### src/rtl/fcmp_pipe.sv
// fcmp_pipe: two-stage IEEE-754-style compare/select unit (EQ/LT/LE/MIN/MAX) with valid/ready.
// Define FCMP_FLAGS_EN to add cmp_invalid, cmp_nv_sticky and flag_clr.
module fcmp_pipe #(
   parameter int EXP_W = 8,
   parameter int MAN_W = 23
) (
   input  logic                   clk,
   input  logic                   rst,
   input  logic                   in_valid,
   output logic                   in_ready,
   input  logic [EXP_W+MAN_W:0]   read_data1,
   input  logic [EXP_W+MAN_W:0]   read_data2,
   input  logic [2:0]             cmp_op,
   input  logic                   cmp_en,
`ifdef FCMP_FLAGS_EN
   input  logic                   flag_clr,
   output logic                   cmp_invalid,
   output logic                   cmp_nv_sticky,
`endif
   output logic                   out_valid,
   input  logic                   out_ready,
   output logic [EXP_W+MAN_W:0]   cmp_data_out
);

   localparam int W = 1 + EXP_W + MAN_W;

   localparam logic [2:0] OP_EQ  = 3'd0;
   localparam logic [2:0] OP_LT  = 3'd1;
   localparam logic [2:0] OP_LE  = 3'd2;
   localparam logic [2:0] OP_MIN = 3'd3;
   localparam logic [2:0] OP_MAX = 3'd4;

   localparam logic [W-1:0] QNAN = {1'b0, {EXP_W{1'b1}}, 1'b1, {(MAN_W-1){1'b0}}};

   function automatic logic is_nan(input logic [W-1:0] x);
      return (&x[W-2:MAN_W]) & (|x[MAN_W-1:0]);
   endfunction

   function automatic logic is_zero(input logic [W-1:0] x);
      return ~|x[W-2:0];
   endfunction

   logic         s2_adv;
   logic         accept;

   logic         a_nan_d, b_nan_d, a_zero_d, b_zero_d, mag_lt_d, mag_eq_d;

   logic         s1_valid_q;
   logic [2:0]   s1_op_q;
   logic         s1_en_q;
   logic [W-1:0] s1_a_q, s1_b_q;
   logic         s1_a_nan_q, s1_b_nan_q;
   logic         s1_a_zero_q, s1_b_zero_q;
   logic         s1_mag_lt_q, s1_mag_eq_q;

   logic         any_nan, both_zero, same_sign, a_sign;
   logic         eq_v, lt_v, min_sel_a;
   logic [W-1:0] res_d;

   logic         s2_valid_q;
   logic [W-1:0] s2_data_q;

`ifdef FCMP_FLAGS_EN
   logic         a_snan_d, b_snan_d;
   logic         s1_a_snan_q, s1_b_snan_q;
   logic         inv_d;
   logic         s2_inv_q;
   logic         sticky_q;
`endif

   assign s2_adv       = !s2_valid_q | out_ready;
   assign in_ready     = !s1_valid_q | s2_adv;
   assign accept       = in_valid & in_ready;
   assign out_valid    = s2_valid_q;
   assign cmp_data_out = s2_data_q;

   // Stage 1: classify operands and compare magnitudes (sign stripped).
   always_comb begin
      a_nan_d  = is_nan(read_data1);
      b_nan_d  = is_nan(read_data2);
      a_zero_d = is_zero(read_data1);
      b_zero_d = is_zero(read_data2);
      mag_lt_d = read_data1[W-2:0] <  read_data2[W-2:0];
      mag_eq_d = read_data1[W-2:0] == read_data2[W-2:0];
   end

`ifdef FCMP_FLAGS_EN
   assign a_snan_d = a_nan_d & !read_data1[MAN_W-1];
   assign b_snan_d = b_nan_d & !read_data2[MAN_W-1];
`endif

   always_ff @(posedge clk or posedge rst) begin
      if (rst) begin
         s1_valid_q  <= 1'b0;
         s1_op_q     <= 3'd0;
         s1_en_q     <= 1'b0;
         s1_a_q      <= '0;
         s1_b_q      <= '0;
         s1_a_nan_q  <= 1'b0;
         s1_b_nan_q  <= 1'b0;
         s1_a_zero_q <= 1'b0;
         s1_b_zero_q <= 1'b0;
         s1_mag_lt_q <= 1'b0;
         s1_mag_eq_q <= 1'b0;
`ifdef FCMP_FLAGS_EN
         s1_a_snan_q <= 1'b0;
         s1_b_snan_q <= 1'b0;
`endif
      end else begin
         if (accept) begin
            s1_valid_q  <= 1'b1;
            s1_op_q     <= cmp_op;
            s1_en_q     <= cmp_en;
            s1_a_q      <= read_data1;
            s1_b_q      <= read_data2;
            s1_a_nan_q  <= a_nan_d;
            s1_b_nan_q  <= b_nan_d;
            s1_a_zero_q <= a_zero_d;
            s1_b_zero_q <= b_zero_d;
            s1_mag_lt_q <= mag_lt_d;
            s1_mag_eq_q <= mag_eq_d;
`ifdef FCMP_FLAGS_EN
            s1_a_snan_q <= a_snan_d;
            s1_b_snan_q <= b_snan_d;
`endif
         end else if (s2_adv) begin
            s1_valid_q  <= 1'b0;
         end
      end
   end

   // Stage 2: sign-magnitude ordering; negatives invert the magnitude order.
   always_comb begin
      any_nan   = s1_a_nan_q | s1_b_nan_q;
      both_zero = s1_a_zero_q & s1_b_zero_q;
      a_sign    = s1_a_q[W-1];
      same_sign = s1_a_q[W-1] == s1_b_q[W-1];
      eq_v      = !any_nan & (both_zero | (same_sign & s1_mag_eq_q));
      if (any_nan || both_zero) begin
         lt_v = 1'b0;
      end else if (!same_sign) begin
         lt_v = a_sign;
      end else if (a_sign) begin
         lt_v = !s1_mag_lt_q & !s1_mag_eq_q;
      end else begin
         lt_v = s1_mag_lt_q;
      end
      // On equality prefer the negative operand for MIN, which yields -0 for +0/-0.
      min_sel_a = lt_v | (eq_v & a_sign);

      res_d = '0;
      case (s1_op_q)
         OP_EQ: res_d[0] = eq_v;
         OP_LT: res_d[0] = lt_v;
         OP_LE: res_d[0] = lt_v | eq_v;
         OP_MIN, OP_MAX: begin
            if (s1_a_nan_q && s1_b_nan_q) begin
               res_d = QNAN;
            end else if (s1_a_nan_q) begin
               res_d = s1_b_q;
            end else if (s1_b_nan_q) begin
               res_d = s1_a_q;
            end else if (min_sel_a == (s1_op_q == OP_MIN)) begin
               res_d = s1_a_q;
            end else begin
               res_d = s1_b_q;
            end
         end
         default: res_d = '0;
      endcase
      if (!s1_en_q) begin
         res_d = '0;
      end
   end

`ifdef FCMP_FLAGS_EN
   assign inv_d = (s1_op_q > OP_MAX) | s1_a_snan_q | s1_b_snan_q |
                  (any_nan & ((s1_op_q == OP_LT) | (s1_op_q == OP_LE)));
`endif

   always_ff @(posedge clk or posedge rst) begin
      if (rst) begin
         s2_valid_q <= 1'b0;
         s2_data_q  <= '0;
`ifdef FCMP_FLAGS_EN
         s2_inv_q   <= 1'b0;
`endif
      end else if (s2_adv) begin
         s2_valid_q <= s1_valid_q;
         if (s1_valid_q) begin
            s2_data_q <= res_d;
`ifdef FCMP_FLAGS_EN
            s2_inv_q  <= inv_d;
`endif
         end
      end
   end

`ifdef FCMP_FLAGS_EN
   always_ff @(posedge clk or posedge rst) begin
      if (rst) begin
         sticky_q <= 1'b0;
      end else if (flag_clr) begin
         sticky_q <= 1'b0;
      end else if (s2_valid_q && out_ready) begin
         sticky_q <= sticky_q | s2_inv_q;
      end
   end

   assign cmp_invalid   = s2_inv_q;
   assign cmp_nv_sticky = sticky_q;
`endif

endmodule
### config.mk
export PLATFORM = sky130hd
export DESIGN_NAME = fcmp_pipe
export DESIGN_NICKNAME = d
export VERILOG_FILES = /design/src/rtl/fcmp_pipe.sv
export SDC_FILE = /design/constraint.sdc
export NUM_CORES = 1
export LEC_CHECK = 0
export ABC_AREA = 1
export BUFFER_PORTS_ARGS = -buffer_cell sky130_fd_sc_hd__buf_4
export CORE_MARGIN = 5
export CORE_UTILIZATION = 25
export CTS_CLUSTER_SIZE = 25
export DETAILED_ROUTE_END_ITERATION = 6
export MAX_ROUTING_LAYER = met4
export PLACE_DENSITY = 0.38
export SLEW_MARGIN = 0
export SYNTH_ARGS = -nofsm -noshare
export SYNTH_HDL_FRONTEND = slang
export SYNTH_SLANG_ARGS = --single-unit
### constraint.sdc
create_clock -name clk -period 7.3 [get_ports clk]
set_input_delay 0 -clock clk [delete_from_list [all_inputs] [get_ports clk]]
set_output_delay 0 -clock clk [all_outputs]
set_load 0.02 [all_outputs]
==> impl_metrics.prom <==
# TYPE chip_impl_metric gauge
chip_impl_metric{name="top_level_ports",unit=""} 106
chip_impl_metric{name="synth_seq_cells",unit=""} 108
chip_impl_metric{name="synth_warn",unit=""} 0
chip_impl_metric{name="placeableCoreArea",unit="um2"} 21700
chip_impl_metric{name="synth-compound-area-share",unit=""} 0.126
chip_impl_metric{name="synth.avg_cell_area",unit="um2"} 8.13
chip_impl_info{name="setup.worst_path.end",value="s1_a_nan_q"} 1
chip_impl_metric{name="synth.top_cell.area_share",unit=""} 0.494
chip_impl_metric{name="dr.first_iter.drc_count",unit=""} 251
chip_impl_info{name="critPathLaunchType",value="flip-flop"} 1
chip_impl_metric{name="route.detailed.vias_per_inst",unit=""} 4.49
chip_impl_info{name="reg_to_reg_startpoint",value="out_valid"} 1
chip_impl_metric{name="synth.yosys.seq_area_share",unit=""} 0.494
chip_impl_metric{name="min_period_over_period",unit=""} 0.320
chip_impl_metric{name="detailedPlacementHpwl",unit="mm"} 12.5
chip_impl_metric{name="synthMuxAreaShare",unit=""} 0
chip_impl_info{name="worst_hold_path_type",value="in2reg"} 1
chip_impl_metric{name="synth_cell_type_count",unit=""} 29
chip_impl_metric{name="synth_fa_ha_area_frac",unit=""} 0.0709
chip_impl_metric{name="worstHoldPathCells",unit=""} 3
chip_impl_metric{name="cts-root-to-sink-buffers",unit=""} 2
chip_impl_info{name="timing.rr.end",value="s1_a_nan_q"} 1
chip_impl_metric{name="first_pass_iters",unit=""} 5
chip_impl_metric{name="die_area",unit="um2"} 24900
chip_impl_metric{name="clock_latency",unit="ns"} 0.35
chip_impl_metric{name="routed-via-count",unit=""} 5000
chip_impl_metric{name="path_max_fanout",unit=""} 64
chip_impl_metric{name="synth-xor-area-share",unit=""} 0
chip_impl_metric{name="io_buffers",unit=""} 105
chip_impl_info{name="outcome",value="completed"} 1
chip_impl_metric{name="report.final.hold_viol_count",unit=""} 0
chip_impl_metric{name="setup.reg_to_reg.worst_slack",unit="ns"} 4.97
chip_impl_info{name="synth.largest_area_cell",value="dfrtp_1"} 1
chip_impl_metric{name="crit_arrival",unit="ns"} 2.59
chip_impl_metric{name="min_period",unit="ns"} 2.33
chip_impl_metric{name="setup_ws",unit="ns"} 4.97
chip_impl_metric{name="post_synth_and_or_nand_nor_area_fraction",unit=""} 0.230
chip_impl_metric{name="syn-num-nets",unit=""} 776
chip_impl_metric{name="gr-usage-all-layers",unit=""} 0.151
chip_impl_metric{name="power_dens_cells",unit="nW/um2"} 221
chip_impl_info{name="tritoncts",value="yes"} 1
chip_impl_metric{name="totalWireLength",unit="mm"} 17.7
chip_impl_info{name="combinational_family_with_the_most_area_after_synthesis",value="simple AND/OR/NAND/NOR gates"} 1
chip_impl_metric{name="layout-drive-gt1-share",unit=""} 0.168
chip_impl_metric{name="wp_data_required",unit="ns"} 7.56
chip_impl_metric{name="layout-area-overhead-vs-synth",unit="%"} 36.0
chip_impl_info{name="worst_setup_path_end_kind",value="flip-flop"} 1
chip_impl_metric{name="final.fill_count",unit=""} 2319
chip_impl_metric{name="grt_antenna_before_repair",unit=""} 0
chip_impl_metric{name="netlist_instances",unit=""} 673
chip_impl_metric{name="routedWlPerCell",unit="um"} 15.9
chip_impl_info{name="hold_path.startpoint",value="read_data2[30]"} 1
chip_impl_metric{name="cts_made_buffers",unit=""} 9
chip_impl_metric{name="placer_congestion_estimate",unit=""} 0.775
chip_impl_metric{name="setup_viol_count_final",unit=""} 0
chip_impl_metric{name="die_h",unit="um"} 158
chip_impl_metric{name="numClockSinks",unit=""} 108
chip_impl_metric{name="route.antenna.remaining_nets",unit=""} 0
chip_impl_metric{name="ctsHtreeMaxLevel",unit=""} 3
chip_impl_metric{name="std_cell_rows",unit=""} 54
chip_impl_metric{name="synth.cell_area",unit="um2"} 5470
chip_impl_metric{name="maxSlewHeadroom",unit=""} 0.366
chip_impl_metric{name="clock_skew",unit="ns"} 0.00787
chip_impl_metric{name="setup_tns",unit="ns"} 0
chip_impl_metric{name="die_width",unit="um"} 158
chip_impl_metric{name="post-route-drc-count",unit=""} 0
chip_impl_metric{name="leakagePower",unit="nW"} 3.76
chip_impl_info{name="critical_path_start_end_classification",value="reg2reg"} 1
chip_impl_metric{name="clkSlewWorstSetupHoldPaths",unit="ns"} 0.07
chip_impl_metric{name="grt_max_degree",unit=""} 72
chip_impl_metric{name="first_global_vias",unit=""} 5216
chip_impl_info{name="start_point_of_the_critical_path",value="out_valid"} 1
chip_impl_metric{name="grt.overflow.total",unit=""} 0
chip_impl_metric{name="fin_nets",unit=""} 932
chip_impl_info{name="cts_root_buffer",value="clkbuf_16"} 1
chip_impl_metric{name="initial_utilization",unit=""} 0.252
chip_impl_metric{name="grt_pass1_wl",unit="mm"} 28.3
chip_impl_info{name="grt_setup_unrepaired",value="no"} 1
chip_impl_metric{name="slew_violations",unit=""} 0
chip_impl_metric{name="dp_slack",unit="ns"} 4.95
chip_impl_metric{name="timing.reg2reg.worst_path_depth",unit=""} 5
chip_impl_metric{name="tightestPinTransition",unit="ns"} 0.952
chip_impl_info{name="synthTopCellsByArea",value="dfrtp_1, nand2_1, o21ai_0"} 1
chip_impl_metric{name="peakVddDrop",unit="mV"} 0.0912
chip_impl_metric{name="fmax",unit="MHz"} 429
chip_impl_metric{name="maxCapViolCount",unit=""} 0
==> power breakdown <==
part / internal, W / total, W / switching (W)
registers: 0.000675 / 0.000721 / 0.0000458
logic: 0.000152 / 0.000402 / 0.000251
clock network: 0.000298 / 0.000523 / 0.000225
total: 0.00113 / 0.00165 / 0.000521
==> kinds of logic (layout without fill, tap and decap cells) <==
group / count (synthesis) / after routing
buffers and inverters: 104 / 264
adder cells (fa/ha/maj): 31 / 31
other: 0 / 1
AO/OA/AOI/OAI: 134 / 134
AND/OR/NAND/NOR: 296 / 296
flip-flops: 108 / 108
==> worst min-delay path by stage <==
stage                       to  slack, ns
floorplan           s1_a_q[10]       0.11
global placement     out_valid       0.07
detailed placement   out_valid       0.08
CTS                 s1_b_q[30]      0.006
global route        s1_b_q[28]       0.02
finish              s1_b_q[30]      0.006
==> layer usage <==
| layer | up-vias | track usage | part of all wire | wire [um] |
|---|---|---|---|---|
| met1 | 2376 | 0.192 | 0.47 | 8250 |
| met3 | 17 | 0.0167 | 0.030 | 529 |
| li1 | 2512 | - | - | - |
| met2 | 95 | 0.250 | 0.48 | 8590 |
| met5 | - | - | 0 | 0 |
| met4 | 0 | 0.0520 | 0.019 | 340 |
==> placed cells by master (no fill, tap or decap), drive strengths merged, types with 8 or more instances in the layout <==
cell type,count
dlygate4sd3,62
a21oi,17
buf,109
inv,78
nand4,16
o21ai,112
nor3,8
dfrtp,108
ha,31
nand3,23
nor4,10
nand2,196
clkbuf,10
nor2,43
==> synthesized netlist by cell type (all sizes together) <==
master and number:
clkbuf 13, a21oi 17, o41ai 1, nor2 43, o32ai 1, nand2 196
ha 31, buf 13, nor3 8, inv 78, o211ai 2, nand3 23
o21ai 112, nand4 16, a22o 1, nor4 10, dfrtp 108
==> critical path, cell delays in order (launching register included) <==
cell     delay [ns]
dfrtp_1        0.39
nand3_1        0.17
nand2_4        0.36
inv_1          0.79
nand2_1        0.17
o32ai_1        0.30
==> state kept, by name, summed over array words and instances, names as in the netlist, 3 cells and up <==
name	count
cmp_data_out	32
s1_a_q	32
s1_b_q	32
s1_op_q	3
==> layout make-up <==
| class | instances | area [um2] | area share |
|---|---|---|---|
| Antenna cell | 1 | 2.50 | 0.000336 |
| Clock buffer | 10 | 229 | 0.0308 |
| Clock inverter | 5 | 77.6 | 0.0104 |
| Inverter | 78 | 298 | 0.0400 |
| Multi-Input combinational cell | 461 | 2340 | 0.315 |
| Sequential cell | 108 | 2700 | 0.363 |
| Tap cell | 280 | 350 | 0.0471 |
| Timing Repair Buffer | 171 | 1440 | 0.193 |
==> through the flow <==
| stage | power [W] | area, um2 | util | std cells | hold slack (ns) |
|---|---|---|---|---|---|
| after CTS | 0.00168 | 7440 | 0.343 | 1113 | 0.00600 |
| final | 0.00165 | 7440 | 0.343 | 1114 | 0.00560 |
| after detailed placement | 0.00112 | 6510 | 0.300 | 1036 | 0.0779 |
| after floorplan | 0.000972 | 5470 | - | 673 | 0.110 |
| after global routing | 0.00175 | 7440 | 0.343 | 1113 | 0.0207 |
| after global placement | 0.00111 | 6510 | 0.300 | 1036 | 0.0744 |
==> timing repair <==
item                                   in CTS  in global routing
hold buffers                               62                  0
buffers inserted                            0                  0
endpoints found under the hold margin     100                  0
gates resized for setup                     0                  0
setup endpoints to repair                   0                  0
Note: power is estimated with default switching activity, not from simulation.
